$ cat config.mk
export PLATFORM = sky130hd
export DESIGN_NAME = i2c_txn_sequencer
export DESIGN_NICKNAME = d
export VERILOG_FILES = /design/src/rtl/i2c_txn_sequencer.sv
export SDC_FILE = /design/constraint.sdc
export NUM_CORES = 1
export LEC_CHECK = 0
export CAP_MARGIN = 20
export CELL_PAD_IN_SITES_DETAIL_PLACEMENT = 1
export CELL_PAD_IN_SITES_GLOBAL_PLACEMENT = 2
export CORE_MARGIN = 2
export CORE_UTILIZATION = 28
export DETAILED_ROUTE_END_ITERATION = 16
export MAX_ROUTING_LAYER = met4
export PLACE_DENSITY = 0.78
export SYNTH_ARGS = -nofsm -noshare
export SYNTH_HDL_FRONTEND = slang
export SYNTH_SLANG_ARGS = --single-unit
$ cat constraint.sdc
create_clock -name Clk -period 2.3 [get_ports Clk]
set_clock_uncertainty 0.05 [all_clocks]
set_input_delay 0.46 -clock Clk [delete_from_list [all_inputs] [get_ports Clk]]
set_output_delay 0.46 -clock Clk [all_outputs]
set_load 0.01 [all_outputs]
$ cat src/rtl/i2c_txn_sequencer.sv
// i2c_txn_sequencer: autonomous bus master that drives i2c_master_top.
// Each single-byte register request becomes a prescaler/control init (once
// after reset), then TXR/CR writes, SR polling and RXR readback. Exactly one
// response is returned per request.
// Optional build macro I2C_SEQ_TIMEOUT_EN bounds every SR wait to POLL_MAX
// polls. Without it, polling is unbounded.
`timescale 1ns/1ps
module i2c_txn_sequencer #(
  parameter int unsigned DWIDTH   = 32'd8,
  parameter int unsigned AWIDTH   = 32'd3,
  parameter logic [7:0]  PRESCALE = 8'h07,
  parameter logic [15:0] POLL_MAX = 16'd4095
) (
  input  logic              Clk,
  input  logic              Rst,
  input  logic              ReqValid,
  output logic              ReqReady,
  input  logic              ReqRead,
  input  logic [6:0]        ReqSlvAddr,
  input  logic [7:0]        ReqMemAddr,
  input  logic [7:0]        ReqWrData,
  output logic              RspValid,
  output logic [7:0]        RspData,
  output logic              RspErr,
  output logic              Busy,
  output logic [AWIDTH-1:0] Addr,
  output logic [DWIDTH-1:0] Dout,
  input  logic [DWIDTH-1:0] Din,
  output logic              Wr
);

  // i2c_master_top register map (TXR/RXR and CR/SR share addresses)
  localparam logic [AWIDTH-1:0] ADR_PRER = AWIDTH'(32'd0);
  localparam logic [AWIDTH-1:0] ADR_CTR  = AWIDTH'(32'd2);
  localparam logic [AWIDTH-1:0] ADR_TXR  = AWIDTH'(32'd3);
  localparam logic [AWIDTH-1:0] ADR_RXR  = AWIDTH'(32'd3);
  localparam logic [AWIDTH-1:0] ADR_CR   = AWIDTH'(32'd4);
  localparam logic [AWIDTH-1:0] ADR_SR   = AWIDTH'(32'd4);

  localparam logic [7:0] CR_STA  = 8'h80;
  localparam logic [7:0] CR_STO  = 8'h40;
  localparam logic [7:0] CR_RD   = 8'h20;
  localparam logic [7:0] CR_WR   = 8'h10;
  localparam logic [7:0] CR_NACK = 8'h08;
  localparam logic [7:0] CTR_EN  = 8'h80;

  // Reject configurations the datapath cannot support
  if (DWIDTH != 32'd8 || POLL_MAX == 16'd0) begin : g_param_check
    $error("i2c_txn_sequencer: DWIDTH must be 8 and POLL_MAX nonzero");
  end

  typedef enum logic [3:0] {
    S_IDLE      = 4'd0,
    S_INIT_PRER = 4'd1,
    S_INIT_CTR  = 4'd2,
    S_STEP_TXR  = 4'd3,
    S_STEP_CR   = 4'd4,
    S_POLL_ADDR = 4'd5,
    S_POLL_CHK  = 4'd6,
    S_RX_ADDR   = 4'd7,
    S_RX_CAPT   = 4'd8,
    S_ABORT_CR  = 4'd9,
    S_DONE      = 4'd10
  } state_t;

  state_t            state_q, state_d;
  logic              init_done_q, init_done_d;
  logic              read_q, read_d;
  logic [6:0]        slv_q, slv_d;
  logic [7:0]        mem_q, mem_d;
  logic [7:0]        wdata_q, wdata_d;
  logic [1:0]        step_q, step_d;
  logic              abort_q, abort_d;   // waiting for bus release after STOP
  logic              err_q, err_d;
  logic [7:0]        rx_q, rx_d;
  logic [AWIDTH-1:0] addr_q, addr_d;
  logic [DWIDTH-1:0] dout_q, dout_d;
  logic              wr_q, wr_d;
  logic              rsp_valid_q, rsp_valid_d;
  logic [7:0]        rsp_data_q, rsp_data_d;
  logic              rsp_err_q, rsp_err_d;
  logic              busy_q, busy_d;

`ifdef I2C_SEQ_TIMEOUT_EN
  logic [15:0]       poll_cnt_q, poll_cnt_d;
`endif

  logic sr_tip_s, sr_busy_s, sr_al_s, sr_rxack_s;
  logic final_step_s, ack_checked_s, repoll_s;

  // TXR payload for a programme step
  function automatic logic [7:0] txr_byte(input logic rd, input logic [1:0] step,
                                          input logic [6:0] slv, input logic [7:0] mem,
                                          input logic [7:0] wd);
    logic [7:0] b;
    case (step)
      2'd0:    b = {slv, 1'b0};
      2'd1:    b = mem;
      2'd2:    b = rd ? {slv, 1'b1} : wd;
      default: b = 8'h00;
    endcase
    return b;
  endfunction

  // CR command for a programme step
  function automatic logic [7:0] cr_byte(input logic rd, input logic [1:0] step);
    logic [7:0] b;
    case (step)
      2'd0:    b = CR_STA | CR_WR;
      2'd1:    b = CR_WR;
      2'd2:    b = rd ? (CR_STA | CR_WR) : (CR_STO | CR_WR);
      2'd3:    b = CR_RD | CR_STO | CR_NACK;
      default: b = 8'h00;
    endcase
    return b;
  endfunction

  assign sr_tip_s      = Din[1];
  assign sr_al_s       = Din[5];
  assign sr_busy_s     = Din[6];
  assign sr_rxack_s    = Din[7];
  // The last read step NACKs its own byte, so RxACK is meaningless there
  assign ack_checked_s = !(read_q && step_q == 2'd3);
  assign final_step_s  = read_q ? (step_q == 2'd3) : (step_q == 2'd2);

  // Next-state logic: sequencing, request latch, SR evaluation
  always_comb begin
    state_d     = state_q;
    init_done_d = init_done_q;
    read_d      = read_q;
    slv_d       = slv_q;
    mem_d       = mem_q;
    wdata_d     = wdata_q;
    step_d      = step_q;
    abort_d     = abort_q;
    err_d       = err_q;
    rx_d        = rx_q;
    repoll_s    = 1'b0;
`ifdef I2C_SEQ_TIMEOUT_EN
    poll_cnt_d  = poll_cnt_q;
`endif
    case (state_q)
      S_IDLE: begin
        if (ReqValid) begin
          read_d  = ReqRead;
          slv_d   = ReqSlvAddr;
          mem_d   = ReqMemAddr;
          wdata_d = ReqWrData;
          step_d  = 2'd0;
          abort_d = 1'b0;
          err_d   = 1'b0;
          rx_d    = 8'h00;
          state_d = init_done_q ? S_STEP_TXR : S_INIT_PRER;
        end else begin
          state_d = S_IDLE;
        end
      end
      S_INIT_PRER: state_d = S_INIT_CTR;
      S_INIT_CTR: begin
        init_done_d = 1'b1;
        state_d     = S_STEP_TXR;
      end
      S_STEP_TXR: state_d = S_STEP_CR;
      S_STEP_CR: begin
`ifdef I2C_SEQ_TIMEOUT_EN
        poll_cnt_d = 16'd0;
`endif
        state_d = S_POLL_ADDR;
      end
      S_POLL_ADDR: state_d = S_POLL_CHK;
      S_POLL_CHK: begin
        if (abort_q) begin
          if (!sr_tip_s && !sr_busy_s) begin
            state_d = S_DONE;
          end else begin
            repoll_s = 1'b1;
          end
        end else if (sr_al_s) begin
          err_d   = 1'b1;
          state_d = sr_busy_s ? S_ABORT_CR : S_DONE;
        end else if (sr_tip_s) begin
          repoll_s = 1'b1;
        end else if (ack_checked_s && sr_rxack_s) begin
          err_d   = 1'b1;
          state_d = S_ABORT_CR;
        end else if (final_step_s) begin
          if (sr_busy_s) begin
            repoll_s = 1'b1;
          end else begin
            state_d = read_q ? S_RX_ADDR : S_DONE;
          end
        end else begin
          step_d  = step_q + 2'd1;
          // Read step 3 only issues a command, there is nothing to transmit
          state_d = (read_q && step_q == 2'd2) ? S_STEP_CR : S_STEP_TXR;
        end
      end
      S_RX_ADDR: state_d = S_RX_CAPT;
      S_RX_CAPT: begin
        rx_d    = Din;
        state_d = S_DONE;
      end
      S_ABORT_CR: begin
        abort_d = 1'b1;
`ifdef I2C_SEQ_TIMEOUT_EN
        poll_cnt_d = 16'd0;
`endif
        state_d = S_POLL_ADDR;
      end
      S_DONE:  state_d = S_IDLE;
      default: state_d = S_IDLE;
    endcase

    if (repoll_s) begin
`ifdef I2C_SEQ_TIMEOUT_EN
      if (poll_cnt_q >= POLL_MAX - 16'd1) begin
        err_d   = 1'b1;
        state_d = abort_q ? S_DONE : S_ABORT_CR;
      end else begin
        poll_cnt_d = poll_cnt_q + 16'd1;
        state_d    = S_POLL_ADDR;
      end
`else
      state_d = S_POLL_ADDR;
`endif
    end else begin
      state_d = state_d;
    end
  end

  // Output decode from the next state so bus and response outputs are registered
  always_comb begin
    addr_d      = addr_q;
    dout_d      = dout_q;
    wr_d        = 1'b0;
    rsp_valid_d = 1'b0;
    rsp_data_d  = rsp_data_q;
    rsp_err_d   = rsp_err_q;
    busy_d      = (state_d != S_IDLE);
    case (state_d)
      S_INIT_PRER: begin
        addr_d = ADR_PRER;
        dout_d = DWIDTH'(PRESCALE);
        wr_d   = 1'b1;
      end
      S_INIT_CTR: begin
        addr_d = ADR_CTR;
        dout_d = DWIDTH'(CTR_EN);
        wr_d   = 1'b1;
      end
      S_STEP_TXR: begin
        addr_d = ADR_TXR;
        dout_d = DWIDTH'(txr_byte(read_d, step_d, slv_d, mem_d, wdata_d));
        wr_d   = 1'b1;
      end
      S_STEP_CR: begin
        addr_d = ADR_CR;
        dout_d = DWIDTH'(cr_byte(read_d, step_d));
        wr_d   = 1'b1;
      end
      S_ABORT_CR: begin
        addr_d = ADR_CR;
        dout_d = DWIDTH'(CR_STO);
        wr_d   = 1'b1;
      end
      S_POLL_ADDR: addr_d = ADR_SR;
      S_RX_ADDR:   addr_d = ADR_RXR;
      S_DONE: begin
        rsp_valid_d = 1'b1;
        rsp_data_d  = rx_d;
        rsp_err_d   = err_d;
      end
      default: addr_d = addr_q;
    endcase
  end

  // State, latched request and registered outputs; Rst wins even mid-transaction
  always_ff @(posedge Clk) begin
    if (Rst) begin
      state_q     <= S_IDLE;
      init_done_q <= 1'b0;
      read_q      <= 1'b0;
      slv_q       <= 7'h00;
      mem_q       <= 8'h00;
      wdata_q     <= 8'h00;
      step_q      <= 2'd0;
      abort_q     <= 1'b0;
      err_q       <= 1'b0;
      rx_q        <= 8'h00;
      addr_q      <= '0;
      dout_q      <= '0;
      wr_q        <= 1'b0;
      rsp_valid_q <= 1'b0;
      rsp_data_q  <= 8'h00;
      rsp_err_q   <= 1'b0;
      busy_q      <= 1'b0;
`ifdef I2C_SEQ_TIMEOUT_EN
      poll_cnt_q  <= 16'd0;
`endif
    end else begin
      state_q     <= state_d;
      init_done_q <= init_done_d;
      read_q      <= read_d;
      slv_q       <= slv_d;
      mem_q       <= mem_d;
      wdata_q     <= wdata_d;
      step_q      <= step_d;
      abort_q     <= abort_d;
      err_q       <= err_d;
      rx_q        <= rx_d;
      addr_q      <= addr_d;
      dout_q      <= dout_d;
      wr_q        <= wr_d;
      rsp_valid_q <= rsp_valid_d;
      rsp_data_q  <= rsp_data_d;
      rsp_err_q   <= rsp_err_d;
      busy_q      <= busy_d;
`ifdef I2C_SEQ_TIMEOUT_EN
      poll_cnt_q  <= poll_cnt_d;
`endif
    end
  end

  assign ReqReady = (state_q == S_IDLE);
  assign RspValid = rsp_valid_q;
  assign RspData  = rsp_data_q;
  assign RspErr   = rsp_err_q;
  assign Busy     = busy_q;
  assign Addr     = addr_q;
  assign Dout     = dout_q;
  assign Wr       = wr_q;

endmodule

==> results of run 1 <==
==> timing repair <==
action / 4_1_cts / 5_1_grt
resized for setup: 46 / 61
pin swaps: 16 / 30
buffers inserted: 10 / 9
endpoints found under the setup margin: 22 / 21
cloned: 0 / 0
==> state kept, by name (all words and copies together), names as in the netlist <==
signal       count
state_q          4
init_done_q      1
Addr             3
rx_q             8
Wr               1
RspValid         1
wdata_q          8
abort_q          1
slv_q            7
err_q            1
read_q           1
mem_q            8
Busy             1
RspData          8
step_q           2
Dout             8
RspErr           1
==> logic make-up after synthesis <==
group,Yosys count,synth area share
and+or+nand+nor,145,0.2221
AOI/OAI and AO/OA,126,0.2734
DFF,64,0.3920
buffers and inverters,40,0.05819
muxes,11,0.04134
xor gates and xnor gates,2,0.005361
adders and majority gates,2,0.007656
==> worst register-to-register path: cells and delay by family, from the launching register on <==
family	cells	cell delay, ns
compound gates	3	0.55
simple gates	3	0.69
buf+inv	3	0.34
mux	1	0.39
flops	1	0.33
==> power by group <==
part           total [mW]  switching [mW]  internal [mW]
Sequential           1.28          0.0733           1.21
Combinational        1.19           0.587          0.598
Clock                1.38           0.491          0.894
==> layer usage <==
metal,vias up,share of wire,track usage
met5,-,0,-
met4,0,0.013,0.05772
met3,13,0.027,0.03834
met2,53,0.51,0.3204
met1,1641,0.44,0.2224
li1,1661,-,-
==> cell usage in the layout, fill, tap and decap left out, types with 7 or more instances in the layout <==
| master | count |
|---|---|
| a21o_1 | 7 |
| a21oi_1 | 32 |
| a22oi_1 | 9 |
| buf_4 | 77 |
| buf_6 | 14 |
| clkbuf_16 | 9 |
| clkdlybuf4s50_1 | 51 |
| dfxtp_1 | 59 |
| inv_1 | 11 |
| nand2_1 | 49 |
| nor2_1 | 41 |
| o21ai_0 | 11 |
==> final timing paths <==
path / endpoint / slack [ns] / depth (start not counted)
setup / recovery: Dout[1]$_SDFFE_PP0P_ / -0.13 / 10
hold / removal: init_done_q$_SDFFE_PP0N_ / 0.41 / 2
setup reg to reg: Dout[1]$_SDFFE_PP0P_ / -0.13 / 10
hold reg to reg: init_done_q$_SDFFE_PP0N_ / 0.41 / 2
==> synthesized netlist by cell type (all sizes together), types with 2 or more instances <==
cell	n
dfxtp	64
nand2	52
nor2	48
a21oi	37
o21ai	22
buf	17
inv	12
a211oi	11
clkbuf	10
a22oi	9
a31oi	9
a21o	8
nand3	8
mux2i	7
nor3	7
a221oi	5
and2	4
mux2	4
nand2b	4
or3	3
a311o	2
a31o	2
ha	2
nand3b	2
nor2b	2
o211a	2
o211ai	2
o21a	2
o21bai	2
o22ai	2
o32ai	2
or2	2
or2b	2
xnor2	2
==> metrics by stage <==
| step | setup slack (ns) | cell area (um2) | util | cells |
|---|---|---|---|---|
| 2_1_floorplan | 0.02658 | 3286 | - | 390 |
| 3_3_place_gp | -0.6499 | 4476 | 0.3920 | 639 |
| 3_5_place_dp | -0.6396 | 4476 | 0.3920 | 639 |
| 4_1_cts | -0.09208 | 5010 | 0.4387 | 665 |
| 5_1_grt | -0.2278 | 5355 | 0.4690 | 673 |
| 6_report | -0.1344 | 5355 | 0.4690 | 673 |
==> final cells by class <==
class                      count  area (um2)
clock buffer                  13       260.3
clock inverter                 3       40.04
fill                        1325        6063
tap                          143       178.9
timing repair buffer         151        1338
sequential                    64        1290
multi-input combinational    286        2195
inverter                      13       53.80
==> flow_summary.toml, run 1 <==
[clock_network]
hold_buffers = 0
path_clk_slew_ns = 0.05
cts_buffers = 9
clk_latency_ns = 0.34
cts_tree = "yes"
h-tree-depth = 3
clock_path_buffers = 2
cts.sinks = 64
cts_root_buf = "clkbuf_16"

[power]
power_density_nw_per_um2 = 719.5
power_leakage_nw = 2.054
p_total_mw = 3.853
peakVddDrop_v = 0.0003680

[timing]
tns_ns = -0.5262
finalCritPeriodShare = 1.058
holdWs_ns = 0.4086
slew_headroom = 0.6398
setup_violations = 8
timing.final.crit_period_ns = 2.434
hold_viol = 0
fin_ws_ns = -0.1344
drv_slew = 0
max_freq_mhz = 410.8
worst_slew_pin_slew_ns = 0.5387
rsz0062_at_grt = "yes"

[detailed_routing]
drt_first_pass_iters = 5
drt_wl_total_um = 11640
vias_per_cell = 5.004
detail_route.wl_per_cell_um = 17.29
ant_nets = 0
route.detailed.drc = 0
drt-initial-drc-count = 114
vias = 3368

[global_routing]
grt_usage = 0.1872
grt_pass1_wl_um = 18130
grt_max_degree = 31
overflow = 0
grt_antenna_before_repair = 0
grt_pass1_vias = 3594

[logic_synthesis]
synth_cell_type_count = 77
yosys.area.top_type = "dfxtp_1"
synth_top_flop_cell = "dfxtp_1"
synth_area_um2 = 3268
avgSynthCellArea_um2 = 8.380
synth_edf_count = 0
synth_top_area_share = 0.3920
ys_top_cells_by_area = "dfxtp_1 (39%), nand2_1 (5.9%), a21oi_1 (5.4%)"
ys_seq_area_frac = 0.3920
syn_inst = 390
ys_warn_count = 0
ys_seq_elements = 64
synth_nets = 427
async_reset_ff_frac = 0

[critical_path]
crit_buf_inv = 3
r2r_start = "state_q[0]$_SDFF_PP0_"
worst_path_dominant_cell_family = "simple AND/OR/NAND/NOR gates"
critPathArrivalTime_ns = 2.63
cp.required_ns = 2.50
cpMostUsedCell = "buf_6"
slowest_delay_ns = 0.39
path_cells = "buf_6, and4bb_4, nand4b_1, mux2_4, nor2_4, buf_6, buf_6, a31oi_4, a31o_1, a221oi_2"
cpMaxStageDelayCell = "mux2_4"
cp_max_fo = 5
startpoint_type = "register"
critPathKind = "reg2reg"
end_kind = "register"
crit_start = "state_q[0]$_SDFF_PP0_"

[finish]
layout-drive-gt1-share = 0.3660
final_nets = 562
syn2layout_area_growth_pct = 63.86
n_antenna_cell = 0

[floorplan]
io_pins = 59
start_util = 0.2862
die_w_um = 112.0
coreArea_um2 = 11420
num_rows = 39
die-area_um2 = 12550
die_h_um = 112.0

[min_path]
holdCritStartpoint = "init_done_q$_SDFFE_PP0N_"
hp-class = "reg2reg"

[status]
status = "complete, but fails checks"
violations = "negative setup slack"

[placement]
port_buffers = 58
place_congestion = 0.8634
hpwlAfterDp_um = 7863

[flow_run]
cap_viol_max_count = 0
Note: power is estimated with default switching activity, not from simulation.
==> inputs of run 2 (changes only) <==
Settings changed: ABC_CLOCK_PERIOD_IN_PS from default to 2200.
Clock period 2.3 ns to 2.2 ns, I/O delays scaled along.
==> run 2 against run 1 <==
Against the previous run:
- the flow still finishes with violations (negative setup slack)
- clock power barely moved
- hold slack got worse by 0.0033 ns
- sequential share of layout area barely moved
- sequential cell count did not move
- die area did not move
- non-clock buffer count rose by 8
- sequential power rose by 4%
- first-iteration DRC count fell by 2.6%
==> flow_summary.toml, run 2 (same netlist as run 1, synthesis figures left out) <==
[timing]
finalCritPeriodShare = 1.085
holdWs_ns = 0.4053
hold_viol = 0
timing.final.crit_period_ns = 2.387
fin_ws_ns = -0.1868
drv_slew = 0
rsz0062_at_grt = "yes"
slew_headroom = 0.6482
max_freq_mhz = 419.0
setup_violations = 14
worst_slew_pin_slew_ns = 0.5278

[critical_path]
cp_max_fo = 5
cp.required_ns = 2.40
startpoint_type = "register"
end_kind = "register"
critPathKind = "reg2reg"
critPathArrivalTime_ns = 2.59

[power]
peakVddDrop_v = 0.0004340
pwr-share-seq = 0.332
power_density_nw_per_um2 = 743.8
power_leakage_nw = 2.095
p_total_mw = 4.010
p_int_mw = 2.790
clock_power_share = 0.350
power.switching_mw = 1.219
swShare = 0.3041
comb_power_share = 0.318

[clock_network]
cts.sinks = 64
h-tree-depth = 3
clk_latency_ns = 0.34
cts_buffers = 9
cts_tree = "yes"
path_clk_slew_ns = 0.06
hold_buffers = 0
cts_root_buf = "clkbuf_16"
clock_path_buffers = 2

[detailed_routing]
drt_first_pass_iters = 4
detail_route.wl_per_cell_um = 17.30
ant_nets = 0
vias_per_cell = 5.035
drt_wl_total_um = 11780
drt-initial-drc-count = 111
vias = 3429
route.detailed.drc = 0

[placement]
post-place-ws_ns = -0.6605
port_buffers = 58
postPlaceCellArea_um2 = 4482
place_congestion = 0.8011
hpwlAfterDp_um = 8098

[finish]
fillers = 1322
mostFrequentLayoutCells = "buf_4 (85), dfxtp_1 (57), clkdlybuf4s50_1 (52)"
final_common_cell = "buf_4"
syn2layout_area_growth_pct = 64.97
n_antenna_cell = 0
final_area_um2 = 5391
final_nets = 570
layout-drive-gt1-share = 0.3959

[min_path]
hp-class = "reg2reg"

[status]
status = "complete, but fails checks"
violations = "negative setup slack"

[global_routing]
top_usage_layer = "met2"
grt_usage = 0.1923
use_met2 = 0.3253
grt_pass1_vias = 3642
grt_pass1_wl_um = 18510
met3_usage = 0.04320
grt_antenna_before_repair = 0
use_met1 = 0.2330
grt_max_degree = 30
overflow = 0

[floorplan]
num_rows = 39
die-area_um2 = 12550
io_pins = 59
die_h_um = 112.0
die_w_um = 112.0
start_util = 0.2862
coreArea_um2 = 11420

[flow_run]
cap_viol_max_count = 0
## run 2: cell count changes in the layout (fill, tap and decap cells not counted), sizes merged
cell           before  now
clkbuf             14   11
buf                94  102
clkinvlp            0    1
dlygate4sd2         3    4
inv                12   13
clkinv              3    4
clkdlybuf4s50      51   52
clkdlybuf4s15       2    0
## run 2: worst paths after layout
kind                        start                   end  slack, ns  cells after the start
max          step_q[0]$_SDFF_PP0_  Dout[6]$_SDFFE_PP0P_      -0.19                      9
min           mem_q[2]$_SDFF_PP0_   mem_q[2]$_SDFF_PP0_       0.41                      2
max reg2reg  step_q[0]$_SDFF_PP0_  Dout[6]$_SDFFE_PP0P_      -0.19                      9
min reg2reg   mem_q[2]$_SDFF_PP0_   mem_q[2]$_SDFF_PP0_       0.41                      2
## run 2: cell type report
cell class	instances	area, um2	share of cell area
multi-input combinational	286	2182	0.4047
timing repair buffer	159	1393	0.2583
sequential	64	1297	0.2407
clock buffer	10	229.0	0.04247
tap	143	178.9	0.03319
clock inverter	6	58.81	0.01091
inverter	13	52.55	0.009747
## run 2: metal layers
metal,routed length (um),vias to the layer above,share of wire
li1,-,1680,-
met1,5393,1688,0.46
met2,5886,46,0.50
met3,301,15,0.026
met4,196,0,0.017
met5,0,-,0
## run 2: timing repair
item,4_1_cts,5_1_grt
endpoints found under the setup margin,23,23
pin swaps,26,34
cloned,2,0
resized for setup,56,57
buffers inserted,17,10
## run 2: critical path, stage by stage (launching register included)
cell	delay [ns]
dfxtp_4	0.36
inv_4	0.07
ha_4	0.17
or3b_4	0.39
a21oi_4	0.15
o311ai_4	0.15
nor2b_4	0.20
mux2_4	0.33
a221o_1	0.34
o32ai_2	0.09
## run 2: power by group through the flow
stage,combinational (mW),clock (mW),sequential [mW]
finish,1.27,1.40,1.33
global route,1.37,1.48,1.34
CTS,1.13,1.43,1.33
detailed placement,1.01,0,1.35
global placement,0.996,0,1.35
floorplan,0.508,0,1.35
## run 2: stage by stage
stage	std cells	setup TNS, ns	util
after detailed placement	639	-11.52	0.3925
after floorplan	390	-0.05778	-
after global routing	681	-2.817	0.4722
final	681	-1.192	0.4722
after global placement	639	-10.93	0.3925
after CTS	674	-1.165	0.4496
